--- src/rtl/rx_frame_fsm_pkg.sv ---
// rx_frame_fsm shared types and helpers.
// State encodings, buffer selects, clog2.
package rx_frame_fsm_pkg;

  typedef enum logic [1:0] {
    IDLE = 2'd0,
    MSG  = 2'd1,
    PAR  = 2'd2,
    HOLD = 2'd3
  } state_t;

  localparam logic SEL_MSG = 1'b0;
  localparam logic SEL_PAR = 1'b1;

  // Never returns 0 so widths stay legal.
  function automatic int clog2(input int v);
    int r;
    r = 0;
    while ((1 << r) < v) r++;
    return (r < 1) ? 1 : r;
  endfunction

endpackage

--- src/rtl/rx_frame_fsm_if.sv ---
// rx_frame_fsm stream/buffer/decoder bus.
// RX_OVERFLOW_FLAG_EN adds the ovf signal.
interface rx_frame_fsm_if #(
  parameter int ADDR_BITSIZE = 3,
  parameter int Lm           = 32
) ();

  logic                    start;
  logic                    din_valid;
  logic                    din;
  logic                    dec_ready;
  logic                    wr_en;
  logic                    wr_sel;
  logic [ADDR_BITSIZE-1:0] wr_addr;
  logic [Lm-1:0]           wr_data;
  logic                    cw_done;
  logic                    dec_start;
  logic                    busy;
`ifdef RX_OVERFLOW_FLAG_EN
  logic                    ovf;
`endif

  modport master (
    output start,
    output din_valid,
    output din,
    output dec_ready,
    input  wr_en,
    input  wr_sel,
    input  wr_addr,
    input  wr_data,
    input  cw_done,
    input  dec_start,
`ifdef RX_OVERFLOW_FLAG_EN
    input  ovf,
`endif
    input  busy
  );

  modport slave (
    input  start,
    input  din_valid,
    input  din,
    input  dec_ready,
    output wr_en,
    output wr_sel,
    output wr_addr,
    output wr_data,
    output cw_done,
    output dec_start,
`ifdef RX_OVERFLOW_FLAG_EN
    output ovf,
`endif
    output busy
  );

endinterface

--- src/rtl/rx_frame_fsm_bit_packer.sv ---
// Serial-to-parallel packer, first bit in LSB.
// wrap is combinational; word/word_full are registered.
module bit_packer
  import rx_frame_fsm_pkg::*;
#(
  parameter int Lm = 32
) (
  input  logic          clk,
  input  logic          rst,
  input  logic          accept,
  input  logic          din,
  output logic          wrap,
  output logic          word_full,
  output logic [Lm-1:0] word
);

  localparam int CW = clog2(Lm);

  logic [CW-1:0] cnt;
  logic [Lm-1:0] sr;
  logic [Lm-1:0] sr_nxt;

  assign wrap   = accept && (cnt == CW'(Lm - 1));
  assign sr_nxt = {din, sr[Lm-1:1]};

  // Shift in accepted bits; present the word for one cycle on wrap.
  always_ff @(posedge clk or negedge rst) begin
    if (!rst) begin
      cnt       <= '0;
      sr        <= '0;
      word_full <= 1'b0;
      word      <= '0;
    end else begin
      word_full <= wrap;
      word      <= wrap ? sr_nxt : '0;
      if (accept) begin
        sr  <= sr_nxt;
        cnt <= wrap ? '0 : cnt + CW'(1);
      end
    end
  end

endmodule

--- src/rtl/rx_frame_fsm.sv ---
// Receive framing FSM: packs message/parity words, hands off to decoder.
// Optional RX_OVERFLOW_FLAG_EN adds a sticky dropped-bit flag (ovf).
module rx_frame_fsm
  import rx_frame_fsm_pkg::*;
#(
  parameter int K            = 32,
  parameter int K_N          = 256,
  parameter int Lm           = 32,
  parameter int ADDR_BITSIZE = clog2(((K > K_N) ? K : K_N) / Lm)
) (
  input logic           clk,
  input logic           rst,
  rx_frame_fsm_if.slave bus
);

  localparam logic [ADDR_BITSIZE-1:0] MSG_LAST =
    ADDR_BITSIZE'(K / Lm - 1);
  localparam logic [ADDR_BITSIZE-1:0] PAR_LAST =
    ADDR_BITSIZE'(K_N / Lm - 1);

  state_t                  state, state_d;
  logic [ADDR_BITSIZE-1:0] wcnt, wcnt_d;
  logic                    accept;
  logic                    wrap;
  logic                    last_word;
  logic                    word_full;
  logic [Lm-1:0]           word;
  logic [ADDR_BITSIZE-1:0] wr_addr_q;
  logic                    wr_sel_q;
  logic                    cw_done_q;
  logic                    dec_start_q;

  assign accept = bus.din_valid &&
                  (state == MSG || state == PAR);

  bit_packer #(.Lm(Lm)) u_pack (
    .clk       (clk),
    .rst       (rst),
    .accept    (accept),
    .din       (bus.din),
    .wrap      (wrap),
    .word_full (word_full),
    .word      (word)
  );

  // State and word counter registers.
  always_ff @(posedge clk or negedge rst) begin
    if (!rst) begin
      state <= IDLE;
      wcnt  <= '0;
    end else begin
      state <= state_d;
      wcnt  <= wcnt_d;
    end
  end

  // Next state and word counter; counter restarts per buffer.
  always_comb begin
    state_d   = state;
    wcnt_d    = wcnt;
    last_word = (state == PAR) ? (wcnt == PAR_LAST)
                               : (wcnt == MSG_LAST);
    unique case (state)
      IDLE: if (bus.start) state_d = MSG;
      MSG, PAR: begin
        if (wrap) begin
          if (last_word) begin
            state_d = (state == MSG) ? PAR : HOLD;
            wcnt_d  = '0;
          end else begin
            wcnt_d  = wcnt + ADDR_BITSIZE'(1);
          end
        end
      end
      HOLD: if (bus.dec_ready) state_d = IDLE;
    endcase
  end

  // Write sideband and handshake pulses, aligned with word_full.
  always_ff @(posedge clk or negedge rst) begin
    if (!rst) begin
      wr_addr_q   <= '0;
      wr_sel_q    <= SEL_MSG;
      cw_done_q   <= 1'b0;
      dec_start_q <= 1'b0;
    end else begin
      wr_addr_q   <= wrap ? wcnt : '0;
      wr_sel_q    <= (wrap && state == PAR) ? SEL_PAR : SEL_MSG;
      cw_done_q   <= wrap && state == PAR && last_word;
      dec_start_q <= state == HOLD && bus.dec_ready;
    end
  end

  assign bus.wr_en     = word_full;
  assign bus.wr_data   = word;
  assign bus.wr_addr   = wr_addr_q;
  assign bus.wr_sel    = wr_sel_q;
  assign bus.cw_done   = cw_done_q;
  assign bus.dec_start = dec_start_q;
  assign bus.busy      = state != IDLE;

`ifdef RX_OVERFLOW_FLAG_EN
  logic ovf_q;

  // Sticky flag for bits dropped in IDLE/HOLD; a new start clears it.
  always_ff @(posedge clk or negedge rst) begin
    if (!rst) begin
      ovf_q <= 1'b0;
    end else if (state == IDLE && bus.start) begin
      ovf_q <= 1'b0;
    end else if (bus.din_valid &&
                 (state == IDLE || state == HOLD)) begin
      ovf_q <= 1'b1;
    end
  end

  assign bus.ovf = ovf_q;
`endif

endmodule

--- src/flat_wrapper.sv ---
// flat-port wrapper written by rule: the top's interface ports become plain ports
module rx_frame_fsm_flat import rx_frame_fsm_pkg::*;
#(
  parameter int K            = 32,
  parameter int K_N          = 256,
  parameter int Lm           = 32,
  parameter int ADDR_BITSIZE = clog2(((K > K_N) ? K : K_N) / Lm)
)
  (clk, rst, bus_start, bus_din_valid, bus_din, bus_dec_ready, bus_wr_en, bus_wr_sel, bus_wr_addr, bus_wr_data, bus_cw_done, bus_dec_start, bus_busy);
  rx_frame_fsm_if #(.ADDR_BITSIZE(ADDR_BITSIZE), .Lm(Lm)) bus_i ();
  input logic clk;
  input logic rst;
  input wire logic [$bits(bus_i.start)-1:0] bus_start;
  input wire logic [$bits(bus_i.din_valid)-1:0] bus_din_valid;
  input wire logic [$bits(bus_i.din)-1:0] bus_din;
  input wire logic [$bits(bus_i.dec_ready)-1:0] bus_dec_ready;
  output wire logic [$bits(bus_i.wr_en)-1:0] bus_wr_en;
  output wire logic [$bits(bus_i.wr_sel)-1:0] bus_wr_sel;
  output wire logic [$bits(bus_i.wr_addr)-1:0] bus_wr_addr;
  output wire logic [$bits(bus_i.wr_data)-1:0] bus_wr_data;
  output wire logic [$bits(bus_i.cw_done)-1:0] bus_cw_done;
  output wire logic [$bits(bus_i.dec_start)-1:0] bus_dec_start;
  output wire logic [$bits(bus_i.busy)-1:0] bus_busy;
  assign bus_i.start = bus_start;
  assign bus_i.din_valid = bus_din_valid;
  assign bus_i.din = bus_din;
  assign bus_i.dec_ready = bus_dec_ready;
  assign bus_wr_en = bus_i.wr_en;
  assign bus_wr_sel = bus_i.wr_sel;
  assign bus_wr_addr = bus_i.wr_addr;
  assign bus_wr_data = bus_i.wr_data;
  assign bus_cw_done = bus_i.cw_done;
  assign bus_dec_start = bus_i.dec_start;
  assign bus_busy = bus_i.busy;
  rx_frame_fsm #(.K(K), .K_N(K_N), .Lm(Lm), .ADDR_BITSIZE(ADDR_BITSIZE)) u_core (.clk(clk), .rst(rst), .bus(bus_i));
endmodule
--- config.mk ---
export PLATFORM = sky130hd
export DESIGN_NAME = rx_frame_fsm_flat
export DESIGN_NICKNAME = d
export VERILOG_FILES = /design/src/rtl/rx_frame_fsm_pkg.sv /design/src/rtl/rx_frame_fsm_if.sv /design/src/rtl/rx_frame_fsm_bit_packer.sv /design/src/rtl/rx_frame_fsm.sv /design/src/flat_wrapper.sv
export SDC_FILE = /design/constraint.sdc
export NUM_CORES = 1
export LEC_CHECK = 0
export CAP_MARGIN = 40
export CORE_ASPECT_RATIO = 1.2
export CORE_UTILIZATION = 55
export CTS_BUF_LIST = sky130_fd_sc_hd__clkbuf_16
export DETAILED_ROUTE_END_ITERATION = 8
export PLACE_DENSITY = 0.81
export SYNTH_ARGS = -nofsm -noshare
export SYNTH_HDL_FRONTEND = slang
export SYNTH_SLANG_ARGS = --single-unit
--- constraint.sdc ---
create_clock -name clk -period 4.1 [get_ports clk]
set_input_delay 1.23 -clock clk [delete_from_list [all_inputs] [get_ports clk]]
set_output_delay 1.23 -clock clk [all_outputs]
set_load 0.01 [all_outputs]
==> results.cfg <==
[outcome]
status = completed

[timing]
maxSlewViolCount = 0
rsz0062_at_grt = no
hold_viol_final = 0
fmax_mhz = 355
period_needed_ps = 2810
setup_viol_count_final = 0
finalCritPeriodShare_pct = 68.6
setup_tns_ps = 0
fin_skew_ps = 4.08
relSlewSlack_pct = 43.2
worst_slew_pin_slew_ps = 850
worst_slack_ps = 1290

[drt]
route.detailed.drc = 0
final_antenna_net_count = 0
wl_um = 4600
num_vias = 1701
via_per_inst = 5.20
drt_first_pass_iters = 4
drt-initial-drc-count = 100
wl_per_cell_um = 14.1

[grt]
grt_remaining_overflow = 0
met3_usage_pct = 3.64
top_usage_layer = met2
grt_max_degree = 44
grt_util_met1_pct = 22.9
grt_pass1_vias = 1810
grtUsageMet2_pct = 29.7
grt_usage_pct = 18.5
grt_pass1_wl_um = 8270
antenna_found_initial = 0

[placed_design]
pre_cts_slack_ps = 1110
hpwl_um = 2890
dpl_cell_area_mm2 = 0.00354
portBuffers = 45
gp_congestion = 0.793

[layout]
layout_commonest_cell = dfrtp_1
nets = 275
area.growth.synth_to_final_pct = 27.0
layout_common_cells = 80 x dfrtp_1, 44 x clkdlybuf4s50_1, 34 x and2_1
fillers = 367
diodes = 0
design_area_mm2 = 0.00383
drive_gt1_share_pct = 21.9

[clocking]
clkTransAtPathRegs_ps = 60
clkLatencyLatePin_ps = 330
cts_tree = done
cts_inserted_buffers = 9
cts_resized = 0
cts_sinks = 80
postCtsHoldBufs = 0
htreeDepth = 3
cts_setup_buffers = 0
clock_path_buffers = 2
root_buffer = clkbuf_16

[min_path]
hold_class = reg -> reg

[logic_synthesis]
synth_warnings = 0
syn-num-nets = 224
ys_types = 27
ys_ff_latch = 80
synth_seq_area_share_pct = 66.3
syn_avg_cell_area_um2 = 14.4
syn_area_mm2 = 0.00302
postSynthCellCount = 209

[floorplan]
ioPinCount = 46
fp-row-count = 29
die_area_mm2 = 0.00579
start_util_pct = 57.0
die_x_um = 69.6
die_h_um = 83.1
design.core.area_mm2 = 0.00530

[setup_path]
crit_type = reg -> out
startpoint_type = flop
cp_max_fo = 4
endpoint_kind = output pin
arrival_ps = 1580
critPathRequiredTime_ps = 2870

[pwr]
leakage_nw = 1.81
ir_drop_v = 0.000402
power.density_mw_per_mm2 = 598

[run]
max_cap_violations = 0
## cell type report
type                       instances  area, um^2  area share [%]
timing repair buffer              48         483            12.6
clock inverter                     7        71.3            1.86
tap                               62        77.6            2.02
sequential                        80        2000            52.2
inverter                           6        22.5           0.587
multi-input combinational        115         952            24.8
clock buffer                       9         225            5.87
## synthesized netlist by cell type, drive strengths merged
master / number / area, um^2
a2111oi: 1 / 27.5
a21boi: 1 / 7.51
a31oi: 2 / 12.5
and2: 35 / 220
and3: 1 / 6.26
buf: 5 / 30.0
clkbuf: 3 / 11.3
dfrtp: 80 / 2000
ha: 9 / 113
inv: 6 / 22.5
mux2: 33 / 372
nand2: 6 / 22.5
nand2b: 2 / 12.5
nand3: 3 / 27.5
nand4: 1 / 6.26
nor2: 4 / 15.0
nor2b: 2 / 12.5
nor3: 1 / 5.00
o21ai: 8 / 40.0
o2bb2ai: 1 / 8.76
o31ai: 2 / 15.0
o32a: 1 / 11.3
or2: 1 / 6.26
or3b: 1 / 11.3
## worst max-delay path, cell delays in order (launching register included)
cell	delay, ps
dfrtp_1	400
inv_1	80
ha_1	210
inv_1	50
clkdlybuf4s50_1	520
## worst paths after layout
check | slack (ps) | startpoint | cells after the start | to
worst max register to register | 1830 | u_core.u_pack.cnt[1]$_DFFE_PN0P_ | 7 | u_core.wcnt[0]$_DFFE_PN0P_
worst max-delay path | 1290 | u_core.state[0]$_DFFE_PN0P_ | 4 | bus_busy
worst min register to register | 480 | u_core.u_pack.cnt[3]$_DFFE_PN0P_ | 1 | u_core.u_pack.cnt[3]$_DFFE_PN0P_
worst min-delay path | 480 | u_core.u_pack.cnt[3]$_DFFE_PN0P_ | 1 | u_core.u_pack.cnt[3]$_DFFE_PN0P_
max in group asynchronous | 2670 | rst | 2 | u_core.u_pack.word[14]$_DFF_PN0_
min in group asynchronous | 860 | rst | 1 | u_core.bus.dec_start$_DFF_PN0_
## cell families after synthesis
group | after synthesis | share of synthesized area [%]
AOI/OAI and AO/OA | 16 | 4.06
adders and majority gates | 9 | 3.73
buffers and inverters | 14 | 2.11
DFF | 80 | 66.3
muxes | 33 | 12.3
and+or+nand+nor | 57 | 11.4
## through the flow
| stage | utilization (%) | hold slack (ps) | std cells | power, mW |
|---|---|---|---|---|
| 2_1_floorplan | - | 438 | 209 | 1.40 |
| 3_3_place_gp | 66.4 | 459 | 310 | 1.49 |
| 3_5_place_dp | 66.8 | 471 | 311 | 1.52 |
| 4_1_cts | 72.4 | 479 | 327 | 2.31 |
| 5_1_grt | 72.4 | 493 | 327 | 2.42 |
| 6_report | 72.4 | 480 | 327 | 2.29 |
## registers in the layout (all words and copies together), names as in the netlist
register                 flops
u_core.state                 2
u_core.u_pack.cnt            5
u_core.wcnt                  3
u_core.bus.dec_start         1
u_core.bus.wr_addr           3
u_core.u_pack.word_full      1
u_core.u_pack.word          32
u_core.bus.cw_done           1
u_core.u_pack.sr            31
u_core.bus.wr_sel            1
## power breakdown
part | leakage (nW) | internal, mW | switching (mW)
logic | 0.619 | 0.237 | 0.176
registers | 1.05 | 0.972 | 0.126
clock network | 0.138 | 0.471 | 0.309
total | 1.81 | 1.68 | 0.611
## metal layers
| layer | vias up | routed length (um) |
|---|---|---|
| met3 | 15 | 158 |
| met1 | 850 | 2010 |
| met4 | 0 | 150 |
| met2 | 36 | 2280 |
| met5 | - | 0 |
| li1 | 800 | - |
Note: power is estimated with default switching activity, not from simulation.
